## config.mk

```make
export PLATFORM = sky130hd
export DESIGN_NAME = ascon_driver_flat
export DESIGN_NICKNAME = d
export VERILOG_FILES = /design/src/rtl/ascon_driver_if.sv /design/src/rtl/ascon_driver.sv /design/src/flat_wrapper.sv
export SDC_FILE = /design/constraint.sdc
export NUM_CORES = 1
export LEC_CHECK = 0
export ABC_CLOCK_PERIOD_IN_PS = 3800
export BUFFER_PORTS_ARGS = -buffer_cell sky130_fd_sc_hd__buf_4
export CAP_MARGIN = 20
export CORE_AREA = 2 2 305 307
export CTS_BUF_LIST = sky130_fd_sc_hd__clkbuf_16
export CTS_CLUSTER_DIAMETER = 150
export DETAILED_ROUTE_END_ITERATION = 10
export DIE_AREA = 0 0 307 309
export HOLD_SLACK_MARGIN = 0.1
export SYNTH_ARGS = -nofsm -noshare
export SYNTH_HDL_FRONTEND = slang
export SYNTH_SLANG_ARGS = --single-unit
```

## constraint.sdc

```tcl
create_clock -name clk -period 3.8 [get_ports clk]
set_input_delay 0 -clock clk [delete_from_list [all_inputs] [get_ports clk]]
set_output_delay 0 -clock clk [all_outputs]
set_load 0.1 [all_outputs]
```

## src/rtl/ascon_driver_if.sv

```systemverilog
// ----------------------------------------------------------------------------
// ascon_driver_if : bundle of the ports between the ASCON driver and the
// ASCON core.
//
// Handshake: a word moves on a rising edge where valid && ready are both
// high. Once the sender raises valid, it holds valid and the word value
// until that edge. Valid is never dropped before the transfer.
//
//   mode                                  driver -> core  MODE_ENC / MODE_DEC
//   key_in/key_valid/key_ready            key words, MSW first
//   nonce_in/nonce_valid/nonce_ready      nonce words, MSW first
//   assoc_in/assoc_valid/assoc_ready      associated-data words
//   data_in/_valid/_last/_ready           plaintext / ciphertext words
//   data_out/_valid/_last                 core -> driver  result words
//   tag/tag_valid                         core -> driver  final tag
//
// modport master : the driver side.  modport slave : the core side.
// ----------------------------------------------------------------------------
interface ascon_driver_if;
    logic         mode;
    logic [31:0]  key_in;
    logic         key_valid;
    logic         key_ready;
    logic [31:0]  nonce_in;
    logic         nonce_valid;
    logic         nonce_ready;
    logic [31:0]  assoc_in;
    logic         assoc_valid;
    logic         assoc_ready;
    logic [31:0]  data_in;
    logic         data_in_valid;
    logic         data_in_last;
    logic         data_in_ready;
    logic [31:0]  data_out;
    logic         data_out_valid;
    logic         data_out_last;
    logic [127:0] tag;
    logic         tag_valid;

    modport master (
        output mode,
        output key_in, key_valid, input key_ready,
        output nonce_in, nonce_valid, input nonce_ready,
        output assoc_in, assoc_valid, input assoc_ready,
        output data_in, data_in_valid, data_in_last, input data_in_ready,
        input  data_out, data_out_valid, data_out_last, tag, tag_valid
    );

    modport slave (
        input  mode,
        input  key_in, key_valid, output key_ready,
        input  nonce_in, nonce_valid, output nonce_ready,
        input  assoc_in, assoc_valid, output assoc_ready,
        input  data_in, data_in_valid, data_in_last, output data_in_ready,
        output data_out, data_out_valid, data_out_last, tag, tag_valid
    );
endinterface

```

## src/rtl/ascon_driver.sv

```systemverilog
// ----------------------------------------------------------------------------
// ascon_driver : sequences one ASCON AEAD operation into a word-serial core.
// On start it latches the mode, key, nonce and word counts. It then sends the
// 4 key words and the 4 nonce words, MSW first. Next it passes the host stream
// straight through to the core: first the assoc words, then the data words.
// Finally it waits for the tag.
//
// Ports
//   clk, rst                 clock, asynchronous active-low reset
//   start, mode_in           command strobe (honoured in IDLE only), mode
//   key, nonce               128-bit key / nonce, latched on start
//   assoc_words, data_words  word counts (data_words == 0 -> len_err pulse)
//   s_data/s_valid/s_ready   host word stream (assoc words, then data words)
//   core                     core-side ports (ascon_driver_if.master)
//   m_data/m_valid/m_last    registered copy of the core result stream
//   tag_q                    last tag seen from the core
//   busy, done, len_err      status
//   dbg_state                current FSM state, for debug
//
// Optional build macro ASCON_DRV_TAG_CHECK_EN adds the input exp_tag and the
// output tag_ok. tag_ok is high after a decrypt whose tag matched exp_tag.
// ----------------------------------------------------------------------------
module ascon_driver #(
    parameter int CNT_W = 8
) (
    input  logic               clk,
    input  logic               rst,
    input  logic               start,
    input  logic               mode_in,
    input  logic [127:0]       key,
    input  logic [127:0]       nonce,
    input  logic [CNT_W-1:0]   assoc_words,
    input  logic [CNT_W-1:0]   data_words,
`ifdef ASCON_DRV_TAG_CHECK_EN
    input  logic [127:0]       exp_tag,
    output logic               tag_ok,
`endif
    input  logic [31:0]        s_data,
    input  logic               s_valid,
    output logic               s_ready,
    ascon_driver_if.master     core,
    output logic [31:0]        m_data,
    output logic               m_valid,
    output logic               m_last,
    output logic [127:0]       tag_q,
    output logic               busy,
    output logic               done,
    output logic               len_err,
    output logic [2:0]         dbg_state
);
    localparam logic MODE_ENC = 1'b0;
    localparam logic MODE_DEC = 1'b1;

    typedef enum logic [2:0] {
        S_IDLE, S_KEY, S_NONCE, S_ASSOC, S_DATA, S_WAIT_TAG, S_DONE
    } state_t;

    state_t             state_q, state_d;
    logic [1:0]         word_q, word_d;
    logic [CNT_W-1:0]   assoc_cnt_q, assoc_cnt_d;
    logic [CNT_W-1:0]   data_cnt_q, data_cnt_d;
    logic               mode_q;
    logic [127:0]       key_q, nonce_q, tag_reg_q;
    logic [31:0]        m_data_q;
    logic               m_valid_q, m_last_q;
    logic               len_err_q, len_err_d;
    logic               accept;
    logic [1:0]         word_sel;

    // A start is taken only in IDLE and only with a non-empty data phase.
    assign accept   = (state_q == S_IDLE) && start && (data_words != '0);
    // Word 0 is bits [127:96], so the slice index counts down from 3.
    assign word_sel = 2'd3 - word_q;

    assign core.mode     = mode_q;
    assign core.key_in   = key_q[{word_sel, 5'd0} +: 32];
    assign core.nonce_in = nonce_q[{word_sel, 5'd0} +: 32];
    assign core.assoc_in = s_data;
    assign core.data_in  = s_data;

    assign m_data    = m_data_q;
    assign m_valid   = m_valid_q;
    assign m_last    = m_last_q;
    assign tag_q     = tag_reg_q;
    assign busy      = (state_q != S_IDLE);
    assign done      = (state_q == S_DONE);
    assign len_err   = len_err_q;
    assign dbg_state = state_q;

    always_comb begin
        state_d            = state_q;
        word_d             = word_q;
        assoc_cnt_d        = assoc_cnt_q;
        data_cnt_d         = data_cnt_q;
        len_err_d          = 1'b0;
        s_ready            = 1'b0;
        core.key_valid     = 1'b0;
        core.nonce_valid   = 1'b0;
        core.assoc_valid   = 1'b0;
        core.data_in_valid = 1'b0;
        core.data_in_last  = 1'b0;
        case (state_q)
            S_IDLE: begin
                if (start && (data_words == '0)) begin
                    len_err_d = 1'b1;
                end else if (accept) begin
                    state_d     = S_KEY;
                    word_d      = 2'd0;
                    assoc_cnt_d = assoc_words;
                    data_cnt_d  = data_words;
                end
            end
            S_KEY: begin
                core.key_valid = 1'b1;
                if (core.key_ready) begin
                    word_d = word_q + 2'd1;
                    if (word_q == 2'd3) state_d = S_NONCE;
                end
            end
            S_NONCE: begin
                core.nonce_valid = 1'b1;
                if (core.nonce_ready) begin
                    word_d = word_q + 2'd1;
                    if (word_q == 2'd3) state_d = (assoc_cnt_q != '0) ? S_ASSOC : S_DATA;
                end
            end
            S_ASSOC: begin
                core.assoc_valid = s_valid;
                s_ready          = core.assoc_ready;
                if (s_valid && core.assoc_ready) begin
                    if (assoc_cnt_q != '0) assoc_cnt_d = assoc_cnt_q - CNT_W'(1);
                    if (assoc_cnt_q == CNT_W'(1)) state_d = S_DATA;
                end
            end
            S_DATA: begin
                core.data_in_valid = s_valid;
                core.data_in_last  = (data_cnt_q == CNT_W'(1));
                s_ready            = core.data_in_ready;
                if (s_valid && core.data_in_ready) begin
                    if (data_cnt_q != '0) data_cnt_d = data_cnt_q - CNT_W'(1);
                    // A tag arriving with the final word skips WAIT_TAG.
                    if (data_cnt_q == CNT_W'(1)) state_d = core.tag_valid ? S_DONE : S_WAIT_TAG;
                end
            end
            S_WAIT_TAG: begin
                if (core.tag_valid) state_d = S_DONE;
            end
            S_DONE: begin
                state_d = S_IDLE;
            end
            default: state_d = S_IDLE;
        endcase
    end

    always_ff @(posedge clk or negedge rst) begin
        if (!rst) begin
            state_q     <= S_IDLE;
            word_q      <= 2'd0;
            assoc_cnt_q <= '0;
            data_cnt_q  <= '0;
            mode_q      <= MODE_ENC;
            key_q       <= '0;
            nonce_q     <= '0;
            tag_reg_q   <= '0;
            m_data_q    <= '0;
            m_valid_q   <= 1'b0;
            m_last_q    <= 1'b0;
            len_err_q   <= 1'b0;
        end else begin
            state_q     <= state_d;
            word_q      <= word_d;
            assoc_cnt_q <= assoc_cnt_d;
            data_cnt_q  <= data_cnt_d;
            len_err_q   <= len_err_d;
            if (accept) begin
                mode_q  <= mode_in;
                key_q   <= key;
                nonce_q <= nonce;
            end
            if (state_q != S_IDLE) begin
                m_valid_q <= core.data_out_valid;
                m_last_q  <= core.data_out_valid & core.data_out_last;
                if (core.data_out_valid) m_data_q <= core.data_out;
                if (core.tag_valid) tag_reg_q <= core.tag;
            end else begin
                m_valid_q <= 1'b0;
                m_last_q  <= 1'b0;
            end
        end
    end

`ifdef ASCON_DRV_TAG_CHECK_EN
    logic [127:0] exp_tag_q;
    logic         tag_ok_q;

    assign tag_ok = tag_ok_q;

    always_ff @(posedge clk or negedge rst) begin
        if (!rst) begin
            exp_tag_q <= '0;
            tag_ok_q  <= 1'b0;
        end else begin
            if (accept) exp_tag_q <= exp_tag;
            if ((state_q == S_IDLE) && start) begin
                tag_ok_q <= 1'b0;
            end else if (state_q == S_DONE) begin
                tag_ok_q <= (tag_reg_q == exp_tag_q) && (mode_q == MODE_DEC);
            end
        end
    end
`endif
endmodule

```

## src/flat_wrapper.sv

```systemverilog
// flat-port wrapper written by rule: the top's interface ports become plain ports
module ascon_driver_flat 
#(
    parameter int CNT_W = 8
)
  (clk, rst, start, mode_in, key, nonce, assoc_words, data_words, s_data, s_valid, s_ready, m_data, m_valid, m_last, tag_q, busy, done, len_err, dbg_state, core_mode, core_key_in, core_key_valid, core_key_ready, core_nonce_in, core_nonce_valid, core_nonce_ready, core_assoc_in, core_assoc_valid, core_assoc_ready, core_data_in, core_data_in_valid, core_data_in_last, core_data_in_ready, core_data_out, core_data_out_valid, core_data_out_last, core_tag, core_tag_valid);
  ascon_driver_if core_i ();
  input  logic clk;
  input  logic rst;
  input  logic start;
  input  logic mode_in;
  input  logic [127:0] key;
  input  logic [127:0] nonce;
  input  logic [CNT_W-1:0] assoc_words;
  input  logic [CNT_W-1:0] data_words;
  input  logic [31:0] s_data;
  input  logic s_valid;
  output logic s_ready;
  output logic [31:0] m_data;
  output logic m_valid;
  output logic m_last;
  output logic [127:0] tag_q;
  output logic busy;
  output logic done;
  output logic len_err;
  output logic [2:0] dbg_state;
  output wire logic [$bits(core_i.mode)-1:0] core_mode;
  output wire logic [$bits(core_i.key_in)-1:0] core_key_in;
  output wire logic [$bits(core_i.key_valid)-1:0] core_key_valid;
  input wire logic [$bits(core_i.key_ready)-1:0] core_key_ready;
  output wire logic [$bits(core_i.nonce_in)-1:0] core_nonce_in;
  output wire logic [$bits(core_i.nonce_valid)-1:0] core_nonce_valid;
  input wire logic [$bits(core_i.nonce_ready)-1:0] core_nonce_ready;
  output wire logic [$bits(core_i.assoc_in)-1:0] core_assoc_in;
  output wire logic [$bits(core_i.assoc_valid)-1:0] core_assoc_valid;
  input wire logic [$bits(core_i.assoc_ready)-1:0] core_assoc_ready;
  output wire logic [$bits(core_i.data_in)-1:0] core_data_in;
  output wire logic [$bits(core_i.data_in_valid)-1:0] core_data_in_valid;
  output wire logic [$bits(core_i.data_in_last)-1:0] core_data_in_last;
  input wire logic [$bits(core_i.data_in_ready)-1:0] core_data_in_ready;
  input wire logic [$bits(core_i.data_out)-1:0] core_data_out;
  input wire logic [$bits(core_i.data_out_valid)-1:0] core_data_out_valid;
  input wire logic [$bits(core_i.data_out_last)-1:0] core_data_out_last;
  input wire logic [$bits(core_i.tag)-1:0] core_tag;
  input wire logic [$bits(core_i.tag_valid)-1:0] core_tag_valid;
  assign core_mode = core_i.mode;
  assign core_key_in = core_i.key_in;
  assign core_key_valid = core_i.key_valid;
  assign core_i.key_ready = core_key_ready;
  assign core_nonce_in = core_i.nonce_in;
  assign core_nonce_valid = core_i.nonce_valid;
  assign core_i.nonce_ready = core_nonce_ready;
  assign core_assoc_in = core_i.assoc_in;
  assign core_assoc_valid = core_i.assoc_valid;
  assign core_i.assoc_ready = core_assoc_ready;
  assign core_data_in = core_i.data_in;
  assign core_data_in_valid = core_i.data_in_valid;
  assign core_data_in_last = core_i.data_in_last;
  assign core_i.data_in_ready = core_data_in_ready;
  assign core_i.data_out = core_data_out;
  assign core_i.data_out_valid = core_data_out_valid;
  assign core_i.data_out_last = core_data_out_last;
  assign core_i.tag = core_tag;
  assign core_i.tag_valid = core_tag_valid;
  ascon_driver #(.CNT_W(CNT_W)) u_core (.clk(clk), .rst(rst), .start(start), .mode_in(mode_in), .key(key), .nonce(nonce), .assoc_words(assoc_words), .data_words(data_words), .s_data(s_data), .s_valid(s_valid), .s_ready(s_ready), .core(core_i), .m_data(m_data), .m_valid(m_valid), .m_last(m_last), .tag_q(tag_q), .busy(busy), .done(done), .len_err(len_err), .dbg_state(dbg_state));
endmodule
```

Word-level counts from Yosys, hierarchy flattened

Cells that the tools add are included.

Register bits after elaboration: 441
Input port bits: 476
Output and inout bits: 303
Word-level logic and storage cells: 100

Add/sub/neg operators: 4
Eq/ne operators: 22
Shift-type cells: 2
Muxes and demuxes: 39
Bitwise logic cells: 1
Reduce and logical (&&, ||, !) cells: 20

Operator list:

| cell                                                  | count |
|---|---|
| indexed part select 128 x 8 -> 32 bit                 | 2 |
| two-way mux 8 bit                                     | 8 |
| two-way mux 3 bit                                     | 12 |
| case mux 8 bit (2 select lines)                       | 2 |
| nonzero test 8 bit                                    | 3 |
| inequality test 2 x 1 -> 1 bit, second input constant | 9 |
| case mux 3 bit (6 select lines)                       | 1 |
| equality test 8 x 1 -> 1 bit, second input constant   | 2 |
| subtractor 8 x 1 -> 8 bit, second input constant      | 2 |
| AND reduction 5 bit                                   | 3 |
| AND reduction 11 bit                                  | 1 |
| two-way mux 2 bit                                     | 5 |
| equality test 3 bit, second input constant            | 3 |
| two-way mux 1 bit                                     | 9 |
| logical NOT 8 bit                                     | 1 |
| inequality test 2 bit, second input constant          | 4 |
| equality test 3 x 2 -> 1 bit, second input constant   | 2 |
| case mux 2 bit (3 select lines)                       | 1 |
| nonzero test 3 bit                                    | 2 |
| logical AND 1 bit                                     | 5 |
| AND reduction 2 bit                                   | 2 |
| nonzero test 2 bit                                    | 2 |
| equality test 3 x 1 -> 1 bit, second input constant   | 1 |
| logical NOT 3 bit                                     | 1 |
| other kinds (5)                                       | 5 |

Depth between registers and ports, before layout

Gate-level depths: netlist of run 1.

Depth after elaboration: 6
Gate-level depth with buffers: 7
Mapped depth without buffers: 7

Least setup slack after synthesis of run 1

Ideal clock, no wire load.

Path kind: register to output
Start: register u_core.state_q[2] (netlist: u_core.dbg_state[2])
End: output core_data_in_last
Arrival: 3.663 ns
Data required time: 3.800 ns
Path slack: 0.137 ns
Stages on the path, launching flop included: 5
Buffers on the path: 2
Cell sequence: dfrtp_1 buf_2 nand2_1 clkbuf_1 nor3_1

Longest elaborated chain between the ends: 2

Ends and longest elaborated chain:

| what                   | line                | source |
|---|---|---|
| start, declared        | ascon_driver.sv:58  | `state_t state_q, state_d;` |
| start signal, assigned | ascon_driver.sv:170 | `state_q <= state_d;` |
| equality test 3 bit    | ascon_driver.sv:102 | `case (state_q)` |
| two-way mux 1 bit      | ascon_driver.sv:102 |  |
| end, declared          | flat_wrapper.sv:39  | `output wire logic [$bits(core_i.data_in_last)-1:0] core_data_in_last;` |

Every way passes these cells.

Worst setup path in the final report of run 1

Start: register u_core.state_q[1] (netlist: u_core.dbg_state[1])
End: register u_core.assoc_cnt_q[6]

Longest elaborated chain between the ends: 5
Elaborated cells on any way between the ends: 11
Classes of those cells: eq/ne (5); mux (1); reduce/logical (5)

Ends and longest elaborated chain:

| what                                     | line                                    | source |
|---|---|---|
| logical NOT 3 bit                        | ascon_driver.sv:71, ascon_driver.sv:102 |  |
| logical AND 1 bit (2 in a row)           | ascon_driver.sv:71                      | `assign accept = (state_q == S_IDLE) && start && (data_words != '0);` |
| inequality test 2 x 1 -> 1 bit (no line) | n/a                                     |  |
| AND reduction 5 bit (no line)            | n/a                                     |  |
| end signal, assigned                     | ascon_driver.sv:172                     | `assoc_cnt_q <= assoc_cnt_d;` |
| end, declared                            | ascon_driver.sv:60                      | `logic [CNT_W-1:0] assoc_cnt_q, assoc_cnt_d;` |

Parallel ways exist; a longest one is shown, timed or not.
A chain may end at the register's enable or synchronous reset.

==> results of run 1 <==
## logic make-up after synthesis
family	after synthesis
mux	485
flops	441
buf+inv	138
simple gates	84
compound gates	62
fa+ha+maj	6
## flip-flops by register name (all words and copies together) (netlist names)
register	cells
u_core.m_last	1
u_core.tag_q	128
u_core.m_data	32
u_core.core.mode	1
u_core.len_err	1
u_core.nonce_q	128
u_core.dbg_state	3
u_core.key_q	128
u_core.word_q	2
u_core.m_valid	1
u_core.data_cnt_q	8
u_core.assoc_cnt_q	8
## synth_stat cells (6+ instances only)
| master | number | share of area, % |
|---|---|---|
| mux4_2 | 64 | 7.6 |
| clkbuf_1 | 13 | 0.26 |
| buf_4 | 77 | 3.0 |
| ha_1 | 6 | 0.39 |
| mux2_2 | 199 | 12 |
| nor3_1 | 10 | 0.26 |
| inv_1 | 6 | 0.12 |
| o21ai_0 | 16 | 0.42 |
| buf_6 | 12 | 0.71 |
| nor2_1 | 24 | 0.47 |
| a21oi_1 | 21 | 0.55 |
| nand2_1 | 16 | 0.32 |
| buf_2 | 27 | 0.71 |
| mux2_1 | 220 | 13 |
| dfrtp_1 | 441 | 58 |
## final cells by class
| cell class | count | area [µm²] |
|---|---|---|
| fill | 8589 | 58600 |
| timing repair buffer | 1286 | 11600 |
| sequential | 441 | 11000 |
| multi-input combinational | 637 | 7100 |
| tap | 1186 | 1480 |
| clock buffer | 55 | 1380 |
| clock inverter | 38 | 196 |
| inverter | 6 | 22.5 |
| antenna | 5 | 12.5 |
## worst paths after layout
path	end	slack (ns)	cells past startpoint
worst max-delay path	u_core.assoc_cnt_q[6]	0.66	7
worst min-delay path	u_core.key_q[94]	0.14	3
worst max register to register	u_core.assoc_cnt_q[6]	0.66	7
worst min register to register	u_core.key_q[63]	0.48	1
max in group asynchronous	u_core.tag_q[33]	3.16	3
min in group clk	u_core.nonce_q[102]	0.15	3
## placed cells by master (no fill, tap or decap), types with 2 or more instances in the layout
cell type / Yosys / layout
buf_4: 77 / 696
dlygate4sd3_1: 0 / 547
dfrtp_1: 441 / 439
mux2_1: 220 / 220
mux2_2: 199 / 199
mux4_2: 64 / 64
clkbuf_16: 0 / 55
buf_12: 0 / 41
nor2_1: 24 / 24
a21oi_1: 21 / 21
clkinv_1: 0 / 17
o21ai_0: 16 / 16
nand2_1: 16 / 15
inv_1: 6 / 15
nor3_1: 10 / 10
clkinv_2: 0 / 7
ha_1: 6 / 6
diode_2: 0 / 5
nand2b_1: 5 / 5
and3_1: 5 / 5
nand3_1: 5 / 5
o22a_1: 4 / 4
a31oi_1: 3 / 3
and2_1: 3 / 3
inv_6: 0 / 3
nand3b_1: 2 / 2
a211oi_1: 2 / 2
nor4_1: 2 / 2
o32ai_1: 2 / 2
o2bb2ai_1: 2 / 2
nor3b_1: 2 / 2
mux2i_1: 2 / 2
a22o_1: 2 / 2
nor2b_1: 2 / 2
nor4_2: 2 / 2
dfrtp_4: 0 / 2
## stage by stage
step / cells / area, µm² / hold slack (ns) / utilization [%]
after global routing: 3653 / 32800 / 0.115 / 35.9
after floorplan: 1216 / 19100 / -0.296 / -
after detailed placement: 2976 / 25100 / 0.000994 / 27.4
final: 3654 / 32800 / 0.141 / 35.9
after CTS: 3649 / 32800 / 0.100 / 35.9
after global placement: 2976 / 25100 / 0.000994 / 27.4
## metal layers
| metal | vias to the layer above | GRT usage, % | part of all wire, % |
|---|---|---|---|
| met3 | 139 | 3.92 | 6.7 |
| li1 | 6769 | - | - |
| met2 | 560 | 24.5 | 52 |
| met5 | - | 0 | 0.059 |
| met4 | 6 | 5.30 | 3.7 |
| met1 | 7652 | 14.6 | 37 |
## worst min-delay path: cells and delay by family
| family | cells | cell delay [ns] |
|---|---|---|
| buf+inv | 3 | 1.08 |
==> out/metrics.cfg, run 1 <==
[outcome]
outcome = finished, final reports clean

[critical_path]
critPathKind = reg -> reg
crit_chain = or4b_1 -> a21oi_4 -> buf_12 -> a31oi_1 -> o21ai_0 -> o21ai_0 -> dlygate4sd3_1
path_max_fanout = 87
cp-end-kind = register
crit_family = buffers and inverters
cpMostUsedCell = o21ai_0
required_ns = 4.30
startpoint_type = register
cp.arrival_ns = 3.64
worst_path_largest_cell_delay_ns = 0.67
rr_startpoint = u_core.dbg_state[1]
critPathBufInv = 2
cpMaxStageDelayCell = or4b_1
startpoint = u_core.dbg_state[1]

[timing]
timing.final.ws_setup_ns = 0.657
grt_setup_unrepaired = no
relSlewSlack_pct = 52.4
period_share_pct = 82.7
setup_viol = 0
finalCriticalPeriod_ns = 3.14
worst_pin_slew_ns = 0.715
max_freq_mhz = 318
report.final.slew_viol_count = 0
fin_skew_ns = 0.0286
tns_ns = 0
hold_viol = 0

[synthesis]
syn_nets = 1698
synthMuxAreaShare_pct = 32.4
synth-simple-area-share_pct = 2.28
synth_warnings = 0
synth_area_um2 = 19100
synth_area_per_cell_um2 = 15.7
yosysSeqAreaShare_pct = 57.9
synth_edf_count = 0
synth_flop_cell = dfrtp_1
synth_cells = 1216
async_reset_ff_share_pct = 100
ys_seq_elements = 441
synthXorXnorAreaFrac_pct = 0
synth_compound_area_share_pct = 2.12
synth-adder-area-share_pct = 0.394
synth_top_family_by_area = multiplexers
yosys.cell_types.count = 48

[route]
post_drt_wl_per_cell_um = 18.1
vias_per_cell = 4.14
firstDrtPassIters = 4
drtIter0Drc = 679
routed_wl_mm = 66.2
drc_errors = 0
vias = 15126
final_antenna_net_count = 0

[clock_tree]
clock_latency_ns = 0.62
post_cts_hold_buffer_count = 580
clkSinkCount = 441
path_clk_slew_ns = 0.07
post-cts-setup-buffers = 0
tritoncts = built
post_cts_resized = 0
ctsRootBufferMaster = clkbuf_16
clockBufferDepth = 3
numCtsBuffers = 53
htree_num_levels = 2

[global_routing]
antenna_found_initial = 9
grt_max_degree = 95
grt_pass1_wl_mm = 99.0
grt_pass1_vias = 17236
grt_overflow_total = 0
gr-usage-all-layers_pct = 13.4

[placement]
gp_congestion = 0.801
io_buffers = 682
post-dp-hpwl_mm = 43.1
dp_slack_ns = 1.10

[die]
core_um2 = 91400
die_w_um = 307
die-area_um2 = 94900
start_util_pct = 20.9
io_pins = 779
fp.dieH_um = 309
rows = 111

[cells_and_area]
nets = 2907
post_route_cells_drive_above_1_share_pct = 43.8
syn_to_final_growth_pct = 72.1

[run]
drv_cap = 0

[worst_hold_path]
hp-class = in -> async

Power of run 1 is left out: the tool's default activity adds up to more than one toggle a clock period on the data nets, which glitch-free logic cannot reach.
==> run 2, diff against run 1 <==
--- a/config.mk
+++ b/config.mk
@@ -5,7 +5,7 @@
 export SDC_FILE = /design/constraint.sdc
 export NUM_CORES = 1
 export LEC_CHECK = 0
-export ABC_CLOCK_PERIOD_IN_PS = 3800
+export ABC_CLOCK_PERIOD_IN_PS = 2930
 export BUFFER_PORTS_ARGS = -buffer_cell sky130_fd_sc_hd__buf_4
 export CAP_MARGIN = 20
 export CORE_AREA = 2 2 305 307
==> constraint.sdc (replaced) <==
create_clock -name clk -period 2.93 [get_ports clk]
set_input_delay 0 -clock clk [delete_from_list [all_inputs] [get_ports clk]]
set_output_delay 0 -clock clk [all_outputs]
set_load 0.1 [all_outputs]
==> out/metrics.cfg, run 2 (synthesis results as in run 1) <==
[outcome]
outcome = finished, final reports clean

[placement]
post-dp-hpwl_mm = 44.4
place_area_um2 = 25300
gp_congestion = 0.797
io_buffers = 682

[clock_tree]
post-cts-setup-buffers = 0
post_cts_hold_buffer_count = 524
htree_num_levels = 2
path_clk_slew_ns = 0.06
clock_latency_ns = 0.61
numCtsBuffers = 52
ctsRootBufferMaster = clkbuf_16
clkSinkCount = 441
clockBufferDepth = 3
post_cts_resized = 0
tritoncts = built

[timing]
hold_viol = 0
setup_viol = 0
relSlewSlack_pct = 52.5
worst_pin_slew_ns = 0.712
tns_ns = 0
max_freq_mhz = 376
grt_setup_unrepaired = no
fin_skew_ns = 0.0125
report.final.slew_viol_count = 0
finalCriticalPeriod_ns = 2.66
period_share_pct = 90.8

[route]
firstDrtPassIters = 5
routed_wl_mm = 65.8
vias = 14973
vias_per_cell = 4.14
drc_errors = 0
post_drt_wl_per_cell_um = 18.2
drtIter0Drc = 663
final_antenna_net_count = 0

[global_routing]
antenna_found_initial = 10
grt_max_degree = 75
grt_overflow_total = 0
gr-usage-all-layers_pct = 13.4
grt_pass1_vias = 17167
grt_pass1_wl_mm = 98.7

[critical_path]
worst_path_largest_cell_delay_ns = 0.59
crit_family = buffers and inverters
cpMostUsedCell = o21ai_0
critPathKind = reg -> reg
cpMaxStageDelayCell = or4b_1
cp-end-kind = register
startpoint_type = register
required_ns = 3.41
cp.arrival_ns = 3.14
path_max_fanout = 38
critPathBufInv = 2
crit_chain = or4b_1 -> a21oi_4 -> buf_12 -> a31oi_1 -> o21ai_0 -> o21ai_0 -> dlygate4sd3_1

[cells_and_area]
final_common_cell = buf_4
syn_to_final_growth_pct = 70.6
stdcell_area_um2 = 32500
nets = 2871
post_route_cells_drive_above_1_share_pct = 45.6
final_cell_mix = buf_4 (711), dlygate4sd3_1 (491), dfrtp_1 (439)

[die]
io_pins = 779
start_util_pct = 20.9
die-area_um2 = 94900
fp.dieH_um = 309
rows = 111
core_um2 = 91400
die_w_um = 307

[run]
drv_cap = 0

[worst_hold_path]
hp-class = in -> reg

[run 2: cell types whose count changed in the layout (fill, tap and decap cells not counted), sizes merged]
cell         delta
buf            +21
bufinv          +4
clkbuf          -2
clkinv          -7
clkinvlp        +2
dlygate4sd3    -56
inv             -1
[run 2: layer usage]
layer / vias up / GRT usage (%) / wire length, µm
li1: 6710 / - / -
met4: 10 / 4.20 / 1690
met1: 7585 / 15.3 / 25500
met5: - / 0 / 68
met3: 103 / 4.07 / 4670
met2: 565 / 23.7 / 33900
[run 2: worst reg2reg max path, stage by stage, from the launching register on]
cell and delay, ns:
dfrtp_1 0.37, or4b_1 0.59, a21oi_4 0.19, buf_12 0.27, a31oi_1 0.21, o21ai_0 0.22, o21ai_0 0.11, dlygate4sd3_1 0.59
[run 2: metrics by stage]
step	worst slack, ns	util, %	instances	hold WS [ns]
floorplan	0.0998	-	1216	-0.296
global placement	0.657	27.7	2997	0.000994
detailed placement	0.626	27.7	2997	0.000994
CTS	0.234	35.6	3610	0.108
global route	0.103	35.6	3614	0.124
finish	0.270	35.6	3615	0.166
[run 2: final cells by class]
| class | instances | area [µm²] |
|---|---|---|
| Antenna cell | 5 | 12.5 |
| Clock buffer | 53 | 1330 |
| Clock inverter | 36 | 288 |
| Fill cell | 8547 | 58900 |
| Inverter | 6 | 22.5 |
| Multi-Input combinational cell | 637 | 7110 |
| Sequential cell | 441 | 11000 |
| Tap cell | 1186 | 1480 |
| Timing Repair Buffer | 1251 | 11200 |
[run 2: worst paths after layout]
check / end / cells past startpoint / startpoint / slack [ns]
hold / removal: u_core.key_q[83] / 3 / key[83] / 0.17
hold reg to reg: u_core.key_q[116] / 1 / u_core.key_q[116] / 0.48
setup / recovery: u_core.assoc_cnt_q[6] / 7 / u_core.dbg_state[1] / 0.27
setup reg to reg: u_core.assoc_cnt_q[6] / 7 / u_core.dbg_state[1] / 0.27
min in group asynchronous: u_core.nonce_q[12] / 3 / rst / 0.54
max in group asynchronous: u_core.key_q[82] / 4 / rst / 1.66
Power of run 2 is left out for the same reason.
